`src/rtl/ula.sv`:
```
// REDUX-V arithmetic/logic unit: combinational a_in op b_in -> result_out.
// Define ULA_FLAGS_EN to register zero/carry/neg flags; otherwise the flag ports are tied to 0.
module ula #(
  parameter int ULA_OP = 4,
  parameter int BITS   = 8
) (
  input  logic              clk_in,
  input  logic              rst_in,
  input  logic [BITS-1:0]   a_in,
  input  logic [BITS-1:0]   b_in,
  input  logic [ULA_OP-1:0] ula_op_in,
  output logic [BITS-1:0]   result_out,
  output logic              zero_out,
  output logic              carry_out,
  output logic              neg_out
);

  logic [BITS:0]   sum_ext;
  logic [BITS:0]   diff_ext;
  logic [BITS-1:0] result_c;
  logic            carry_c;

  // The borrow of the widened subtraction lands in bit BITS exactly when a_in < b_in.
  assign sum_ext  = {1'b0, a_in} + {1'b0, b_in};
  assign diff_ext = {1'b0, a_in} - {1'b0, b_in};

  always_comb begin
    result_c = '0;
    carry_c  = 1'b0;
    case (ula_op_in)
      ULA_OP'(0), ULA_OP'(1), ULA_OP'(2), ULA_OP'(3): result_c = b_in;
      ULA_OP'(4): begin
        result_c = sum_ext[BITS-1:0];
        carry_c  = sum_ext[BITS];
      end
      ULA_OP'(5): begin
        result_c = diff_ext[BITS-1:0];
        carry_c  = diff_ext[BITS];
      end
      ULA_OP'(6):  result_c = a_in & b_in;
      ULA_OP'(7):  result_c = a_in | b_in;
      ULA_OP'(8):  result_c = ~a_in;
      ULA_OP'(9):  result_c = a_in << b_in[2:0];
      ULA_OP'(10): result_c = a_in >> b_in[2:0];
      default: begin
        result_c = '0;
        carry_c  = 1'b0;
      end
    endcase
  end

  assign result_out = result_c;

`ifdef ULA_FLAGS_EN
  always_ff @(posedge clk_in) begin
    if (rst_in) begin
      zero_out  <= 1'b0;
      carry_out <= 1'b0;
      neg_out   <= 1'b0;
    end else begin
      zero_out  <= (result_c == '0);
      carry_out <= carry_c;
      neg_out   <= result_c[BITS-1];
    end
  end
`else
  // Clock and reset have no loads in this build.
  logic flags_unused;
  assign flags_unused = &{1'b0, clk_in, rst_in, carry_c};
  assign zero_out  = 1'b0;
  assign carry_out = 1'b0;
  assign neg_out   = 1'b0;
`endif

endmodule

```
`config.mk`:
```
export PLATFORM = sky130hd
export DESIGN_NAME = ula
export DESIGN_NICKNAME = d
export VERILOG_FILES = /design/src/rtl/ula.sv
export SDC_FILE = /design/constraint.sdc
export NUM_CORES = 1
export LEC_CHECK = 0
export CAP_MARGIN = 20
export CORE_ASPECT_RATIO = 2
export CORE_MARGIN = 2
export CORE_UTILIZATION = 54
export DETAILED_ROUTE_END_ITERATION = 10
export GPL_TIMING_DRIVEN = 0
export PLACE_DENSITY_LB_ADDON = 0.25
export SYNTH_ARGS = -nofsm -noshare
export SYNTH_HDL_FRONTEND = slang
export SYNTH_SLANG_ARGS = --single-unit
```
`constraint.sdc`:
```
create_clock -name vclk -period 4.05
set_clock_uncertainty 0.15 [all_clocks]
set_input_delay 0.81 -clock vclk [all_inputs]
set_output_delay 0.81 -clock vclk [all_outputs]
set_load 0.01 [all_outputs]
```
Word level (Yosys, flattened, before mapping)

Cells that the tools add are included.

Register bits: 0
Output and inout bits: 11
Word-level logic and storage cells: 20

Add/sub/neg operators: 2
Eq/ne operators: 10
Bitwise logic cells: 3
Reduce and logical (&&, ||, !) cells: 2
Multiplexer cells: 1
Shift-type cells: 2

Operator list:

| operator           | number |
|---|---|
| $pmux 8 s8         | 1 |
| $eq 4x3->1 const B | 4 |
| $eq 4x4->1 const B | 3 |
| $add 8x8->8        | 1 |
| $and 8x8->8        | 1 |
| $eq 4x2->1 const B | 2 |
| $not 8->8          | 1 |
| $or 8x8->8         | 1 |
| $shl 8x3->8        | 1 |
| $shr 8x3->8        | 1 |
| $sub 8x8->8        | 1 |
| $eq 4x1->1 const B | 1 |
| $logic_not 4->1    | 1 |
| $reduce_or 4->1    | 1 |

Logic depth before layout (Yosys ltp)

Gate-level depths: netlist of the first run.

Depth in word-level cells: 3
Mapped depth: 12
Mapped depth without buffers: 11

Least setup slack after synthesis of the first run

Ideal clock, no wire load.

Path kind: input -> output
Start: input port ula_op_in[3]
End: output port result_out[6]
Data required time: 3090 ps
Data arrival time: 2793 ps
Slack: 297 ps
Stages on the path: 9
Cells stage by stage: and4bb_1 > buf_2 > mux2_2 > fa_1 > nor2b_1 > o31a_1 > o21a_1 > nor3_1 > o31ai_1

Word-level cells in the longest chain between the ends: 3

Ends and longest elaborated chain:

| element                                  | RTL line | text |
|---|---|---|
| from (decl)                              | 11       | `input logic [ULA_OP-1:0] ula_op_in,` |
| $eq 4x1->1, or another cell as far along | 30       | `case (ula_op_in)` |
| $reduce_or 4->1                          | 30       |  |
| $pmux 8 s8 (*)                           | 30       |  |
| to (decl)                                | 12       | `output logic [BITS-1:0] result_out,` |

Mark *: on every way between the ends. The rest lies on a longest branch, timed or not.

Worst setup path in the final report of the first run

Start: input port b_in[1]
End: output port result_out[5]

Word-level cells in the longest chain between the ends: 2

Ends and longest elaborated chain:

| element                                   | RTL line | text |
|---|---|---|
| from (decl)                               | 10       | `input logic [BITS-1:0] b_in,` |
| $sub 8x8->8, or another cell as far along | 25       | `assign diff_ext = {1'b0, a_in} - {1'b0, b_in};` |
| $pmux 8 s8 (*)                            | 30       |  |

Marks and branches as above.

==> results.py, run 1 <==
metrics = {
    "yosys": {
        "synth.yosys.seq_area_share_pct": 0,
        "ys_types": 60,
        "syn-instance-count": 189,
        "avgSynthCellArea_um2": 7.81,
        "ys_warn_count": 0,
        "syn-cell-area_um2": 1480,
    },
    "worst_setup_path": {
        "cp.arrival_ns": 3.03,
        "cp_common_cell": "buf_6",
        "crit_required_ns": 3.09,
        "cpMaxStageDelayCell": "ha_1",
        "end_kind": "output pin",
        "max_stage_delay_ns": 0.35,
        "crit_type": "in -> out",
        "cp_max_fo": 4,
        "path_cells": "buf_6, buf_6, inv_8, ha_4, nor3b_4, nor2_1, xnor2_1, ha_1, a21o_1, buf_4, a31oi_2, xor2_1, o221ai_1, buf_2",
        "startpoint_type": "input port",
    },
    "cells_and_area": {
        "clockBufferCount": 0,
        "finalInstanceArea_um2": 1990,
        "multi_input_area_um2": 1440,
        "design.seq.count": 0,
        "drive_gt1_share_pct": 30.8,
        "regArea_um2": 0,
        "fillers": 218,
        "diodes": 0,
        "area_growth_pct": 34.7,
        "final_nets": 270,
    },
    "floorplan": {
        "die_h_um": 77.9,
        "core_um2": 2570,
        "dieArea_um2": 3190,
        "floorplan.initialDensity_pct": 57.4,
        "ioPinCount": 33,
        "die-width_um": 41.0,
        "rows": 26,
    },
    "routing": {
        "wl_per_cell_um": 21.8,
        "drc_errors": 0,
        "wl_mm": 5.71,
        "dr.pass1.iters": 4,
        "via_count": 1786,
        "drtIter0Drc": 120,
        "ant_nets": 0,
        "viasPerCell": 6.82,
    },
    "global_routing": {
        "antenna_found_initial": 0,
        "grt_usage_pct": 39.4,
        "grt_overflow": 0,
        "grt_pass1_wl_mm": 8.96,
        "grt_pass1_vias": 1855,
        "grt_max_degree": 11,
    },
    "power_and_ir_drop": {
        "seqPwrFrac_pct": 0,
        "p_total_uw": 295,
        "sw_frac_of_total_pct": 50.5,
        "leakage_uw": 0.000893,
        "clkPwrFrac_pct": 0,
        "cellPowerDensity_nw_per_um2": 148,
        "ir_drop_mv": 0.0936,
        "p_switching_uw": 149,
        "pwr-share-comb_pct": 100.0,
        "cellInternalPower_uw": 146,
    },
    "hold_path": {
        "hp-class": "in -> out",
    },
    "run_status": {
        "status": "finished clean",
    },
    "sta": {
        "min_period_over_period_pct": 98.5,
        "setup_viol": 0,
        "finalMaxSlewViolations": 0,
        "fin_hold_ws_ns": 2.13,
        "fmax_mhz": 251,
        "hold_viol": 0,
        "fin_crit_ns": 3.99,
        "finalWorstSetupSlack_ns": 0.0596,
    },
    "run": {
        "drv_cap": 0,
    },
    "placed_design": {
        "post-place-ws_ns": -1.20,
        "place_congestion": 0.965,
        "dpl_cell_area_um2": 1790,
        "hpwl_mm": 4.16,
        "portBuffers": 27,
    },
    "clocking": {
        "ctsHoldBuffers": 0,
    },
}
==> worst max-delay path: cells and delay by family <==
kind	cells	cell delay, ns
adder cells (fa/ha/maj)	2	0.50
AND/OR/NAND/NOR	2	0.28
buffers and inverters	5	0.59
XOR/XNOR	2	0.29
AO/OA/AOI/OAI	3	0.55
==> cell families (layout without fill, tap and decap cells) <==
family                   count (synthesis)  count (layout)  synth area share, %
other                                    1               3                0.254
multiplexers                            21              21                 21.6
AND/OR/NAND/NOR                         54              54                 20.1
XOR/XNOR                                10              10                 5.94
AO/OA/AOI/OAI                           65              65                 31.6
buffers and inverters                   26              69                 9.84
adder cells (fa/ha/maj)                 12              12                 10.7
==> final cells by class <==
cell class | count | area share, %
multi-input combinational | 165 | 72.7
buffer | 15 | 5.48
timing repair buffer | 44 | 17.7
inverter | 10 | 2.39
tap | 28 | 1.76
==> per-layer routing <==
metal	wire length, um	vias to the layer above	global-route usage [%]
li1	-	804	-
met1	1890	828	39.3
met2	3180	126	64.7
met3	340	28	12.3
met4	303	0	23.0
met5	0	-	0
==> what timing repair did <==
action	CTS	global route
pin swaps	17	9
endpoints found under the setup margin	8	8
setup buffers	13	4
resized for setup	68	17
==> cell usage in the layout (no fill, tap or decap), types with 6 or more instances in the layout <==
master / count
nand2_1: 9
a21oi_1: 11
xnor2_1: 7
o21ai_0: 7
nor2_1: 15
buf_2: 13
ha_1: 8
buf_4: 21
nand2b_1: 6
mux2i_1: 12
clkdlybuf4s50_1: 10
inv_1: 8
==> power groups by stage <==
stage	registers, uW	logic, uW	clock network, uW
after floorplan	0	154	0
after global placement	0	231	0
after detailed placement	0	241	0
after CTS	0	272	0
after global routing	0	314	0
final	0	295	0
==> synth_stat cells, drive strengths merged, types with 4 or more instances <==
master / instances / area (um2)
a21oi: 13 / 65.1
a31oi: 4 / 25.0
buf: 13 / 87.6
ha: 11 / 138
inv: 10 / 37.5
mux2i: 12 / 120
mux4: 7 / 173
nand2: 9 / 33.8
nand2b: 6 / 37.5
nor2: 16 / 60.1
nor3: 6 / 35.0
o211ai: 4 / 35.0
o21ai: 12 / 60.1
xnor2: 9 / 78.8
==> worst paths after layout <==
path	from	to	slack, ns	depth (start not counted)
worst max-delay path	b_in[1]	result_out[5]	0.06	14
worst min-delay path	a_in[7]	result_out[7]	2.13	5
==> metrics by stage <==
step	cells	util (%)	TNS, ns
6_report	262	77.3	0
2_1_floorplan	191	-	0
5_1_grt	262	77.3	-0.0519
4_1_cts	259	75.5	0
3_3_place_gp	246	69.6	-6.60
3_5_place_dp	246	69.6	-7.38
Note: power is estimated with default switching activity, not from simulation.
==> run 2, diff against run 1 <==
CORE_UTILIZATION = 45   (was 54)
PLACE_DENSITY = 0.73   (was unset)
PLACE_DENSITY_LB_ADDON = unset   (was 0.25)
==> results.py, run 2 (synthesized netlist as in run 1, its figures left out) <==
metrics = {
    "global_routing": {
        "grt_usage_pct": 27.0,
        "grt_max_degree": 12,
        "grt_pass1_wl_mm": 7.89,
        "grt_overflow": 0,
        "grt_pass1_vias": 1597,
        "antenna_found_initial": 0,
    },
    "clocking": {
        "ctsHoldBuffers": 0,
    },
    "routing": {
        "drtIter0Drc": 83,
        "drc_errors": 0,
        "dr.pass1.iters": 4,
        "viasPerCell": 6.60,
        "ant_nets": 0,
        "wl_per_cell_um": 18.8,
        "wl_mm": 4.90,
        "via_count": 1722,
    },
    "worst_setup_path": {
        "path_cells": "buf_4, inv_4, ha_4, nor3b_4, nor2_2, xnor2_1, ha_1, o21a_1, o31a_1, o21a_1, o21a_1, o31ai_1, buf_2",
        "crit_family": "compound AO/OA/AOI/OAI gates",
        "startpoint_type": "input port",
        "end_kind": "output pin",
        "cp_max_fo": 7,
        "worstSetupStartpoint": "b_in[0]",
        "max_stage_delay_ns": 0.31,
        "crit_buf_inv": 3,
        "cpMaxStageDelayCell": "ha_1",
        "cp.arrival_ns": 2.99,
        "crit_type": "in -> out",
        "crit_required_ns": 3.09,
        "cp_common_cell": "o21a_1",
    },
    "cells_and_area": {
        "final_common_cell": "buf_4",
        "clockBufferCount": 0,
        "multi_input_area_um2": 1410,
        "regArea_um2": 0,
        "drive_gt1_share_pct": 28.3,
        "design.seq.count": 0,
        "area_growth_pct": 32.1,
        "final_nets": 266,
        "finalInstanceArea_um2": 1950,
        "diodes": 0,
        "final_cell_mix": "buf_4, nor2_1, mux2i_1",
        "final_cells": 261,
        "fillers": 297,
    },
    "sta": {
        "finalMaxSlewViolations": 0,
        "setup_viol": 0,
        "fmax_mhz": 253,
        "hold_viol": 0,
        "rsz0062_at_grt": "true",
        "fin_hold_ws_ns": 2.10,
        "finalWorstSetupSlack_ns": 0.102,
        "fin_crit_ns": 3.95,
        "min_period_over_period_pct": 97.5,
    },
    "power_and_ir_drop": {
        "seqPwrFrac_pct": 0,
        "cellInternalPower_uw": 130,
        "sw_frac_of_total_pct": 50.6,
        "p_total_uw": 263,
        "ir_drop_mv": 0.0781,
        "p_switching_uw": 133,
        "clkPwrFrac_pct": 0,
        "leakage_uw": 0.000875,
        "pwr-share-comb_pct": 100.0,
        "cellPowerDensity_nw_per_um2": 135,
    },
    "hold_path": {
        "min_path_cells": 5,
        "hp-start": "a_in[7]",
        "holdPathEnd": "result_out[7]",
        "hp-class": "in -> out",
    },
    "floorplan": {
        "rows": 29,
        "dieArea_um2": 3780,
        "core_um2": 3160,
        "floorplan.initialDensity_pct": 46.7,
        "ioPinCount": 33,
        "die_h_um": 85.0,
        "die-width_um": 44.5,
    },
    "run": {
        "drv_cap": 0,
    },
    "placed_design": {
        "post-place-ws_ns": -1.12,
        "place_congestion": 0.932,
        "dpl_cell_area_um2": 1790,
        "portBuffers": 27,
        "dp.cells": 249,
        "hpwl_mm": 3.72,
    },
    "run_status": {
        "status": "finished clean",
    },
}
## run 2: worst max-delay path by stage
stage,end,slack (ns),cells past startpoint
4_1_cts,result_out[6],0.0007,12
6_report,result_out[6],0.10,13
3_5_place_dp,result_out[6],-1.12,13
5_1_grt,result_out[6],-0.002,13
3_3_place_gp,result_out[3],-1.10,12
2_1_floorplan,result_out[6],0.30,9
## run 2: power groups by stage
stage / Sequential [uW] / Clock, uW / Combinational (uW)
after global placement: 0 / 0 / 234
after global routing: 0 / 0 / 286
final: 0 / 0 / 263
after CTS: 0 / 0 / 253
after floorplan: 0 / 0 / 154
after detailed placement: 0 / 0 / 236
## run 2: what timing repair did
item                                    4_1_cts  5_1_grt
pin swaps                                    12       16
resized for setup                            68       13
endpoints found under the setup margin        8        6
endpoints found under the hold margin         0        0
setup buffers                                 8        6
## run 2: cell type report
type	instances	area share, %
Multi-Input combinational cell	165	72.5
Inverter	10	2.44
Tap cell	31	1.99
Timing Repair Buffer	41	18.0
Buffer	14	5.01
## run 2: per-stage QoR
| step | utilization [%] | TNS [ns] |
|---|---|---|
| 6_report | 61.8 | 0 |
| 5_1_grt | 61.8 | -0.00167 |
| 4_1_cts | 60.1 | 0 |
| 3_5_place_dp | 56.8 | -7.05 |
| 3_3_place_gp | 56.8 | -6.99 |
| 2_1_floorplan | - | 0 |
## run 2: metal layers
metal	up-vias	part of all wire (%)	routed length, um	global-route usage, %
met5	-	0	0	0
met4	0	4.7	231	12.4
met3	21	6.8	335	2.98
met2	95	53	2620	47.3
met1	810	35	1720	30.7
li1	796	-	-	-
==> run 3, diff against run 2 <==
CORE_MARGIN = 5   (was 2)
==> results.py, run 3 (synthesized netlist as in run 1, its figures left out) <==
metrics = {
    "run_status": {
        "status": "finished clean",
    },
    "cells_and_area": {
        "final_cell_mix": "buf_4, nor2_1, buf_2, mux2i_1",
        "utilization_pct": 61.4,
        "regArea_um2": 0,
        "diodes": 0,
        "drive_gt1_share_pct": 27.9,
        "clockBufferCount": 0,
        "fillers": 295,
        "design.seq.count": 0,
        "final_common_cell": "buf_4",
        "final_nets": 265,
        "area_growth_pct": 31.4,
    },
    "floorplan": {
        "die-width_um": 50.5,
        "ioPinCount": 33,
        "dieArea_um2": 4590,
        "floorplan.initialDensity_pct": 46.7,
        "die_h_um": 91.0,
        "rows": 29,
        "core_um2": 3160,
    },
    "power_and_ir_drop": {
        "ir_drop_mv": 0.0709,
        "cellPowerDensity_nw_per_um2": 133,
        "leakage_uw": 0.000856,
    },
    "routing": {
        "met2WireLength_mm": 2.81,
        "wl_per_cell_um": 19.2,
        "drc_errors": 0,
        "met1Wirelength_mm": 1.78,
        "wl_mm": 4.99,
        "highest_layer": "met4",
        "viasPerCell": 6.43,
        "dr.pass1.iters": 4,
        "wl_met3_um": 222,
        "ant_nets": 0,
        "via_count": 1673,
        "drtIter0Drc": 58,
    },
    "placed_design": {
        "portBuffers": 27,
        "hpwl_mm": 3.79,
        "place_congestion": 0.997,
    },
    "worst_setup_path": {
        "startpoint_type": "input port",
        "crit_buf_inv": 6,
        "end_kind": "output pin",
        "cpMaxStageDelayCell": "ha_1",
        "path_cells": "buf_6, buf_6, inv_8, ha_4, nor3b_4, buf_4, buf_4, a21oi_2, xnor2_1, ha_1, a21o_1, a31o_2, a21oi_2, xnor2_1, o21ai_1, buf_2",
        "crit_required_ns": 3.09,
        "cp_max_fo": 3,
        "max_stage_delay_ns": 0.26,
        "crit_family": "compound AO/OA/AOI/OAI gates",
        "cp.arrival_ns": 3.02,
        "crit_type": "in -> out",
    },
    "sta": {
        "finalMaxSlewViolations": 0,
        "min_period_over_period_pct": 98.2,
        "hold_viol": 0,
        "fin_hold_ws_ns": 2.10,
        "fmax_mhz": 251,
        "fin_crit_ns": 3.98,
        "setup_viol": 0,
        "rsz0062_at_grt": "true",
    },
    "global_routing": {
        "grt_pass1_vias": 1718,
        "antenna_found_initial": 0,
        "grt_pass1_wl_mm": 8.08,
        "grt_usage_pct": 21.3,
        "grt_overflow": 0,
        "grt_max_degree": 11,
    },
    "run": {
        "drv_cap": 0,
    },
    "hold_path": {
        "hp-class": "in -> out",
    },
}
-- run 3: final timing paths --
check / start / endpoint / slack (ns) / depth (start not counted)
setup / recovery: b_in[1] / result_out[7] / 0.07 / 16
hold / removal: a_in[7] / result_out[7] / 2.10 / 5
-- run 3: metal layers --
metal / vias up / GRT usage (%)
met1: 792 / 23.1
met3: 18 / 2.30
met2: 68 / 39.0
li1: 795 / -
met5: - / 0
met4: 0 / 9.38
-- run 3: area by class of cell --
cell class | count | area, um2 | share of cell area (%)
repair buffers | 39 | 325 | 16.8
inverters | 10 | 47.5 | 2.45
multi-input cells | 165 | 1420 | 73.3
well taps | 31 | 38.8 | 2.00
plain buffers | 15 | 106 | 5.49
-- run 3: metrics by stage --
step           total power [uW]  cell area, um2  TNS (ns)  cells  setup slack (ns)
4_1_cts                     250            1900         0    258            0.0109
6_report                    258            1940         0    260            0.0720
5_1_grt                     278            1940  -0.00902    260          -0.00477
2_1_floorplan               154            1480         0    191             0.297
3_3_place_gp                235            1790     -6.99    249             -1.12
3_5_place_dp                236            1790     -6.94    249             -1.12
-- run 3: report_power, final --
group          switching (uW)  total, uW  internal (uW)
combinational             132        258            125
sequential                  0          0              0
clock                       0          0              0
-- run 3: repair_timing --
| action | CTS | global route |
|---|---|---|
| hold buffers | 0 | 0 |
| endpoints found under the setup margin | 8 | 8 |
| setup buffers | 9 | 3 |
| pin swaps | 10 | 11 |
| resized for setup | 64 | 13 |
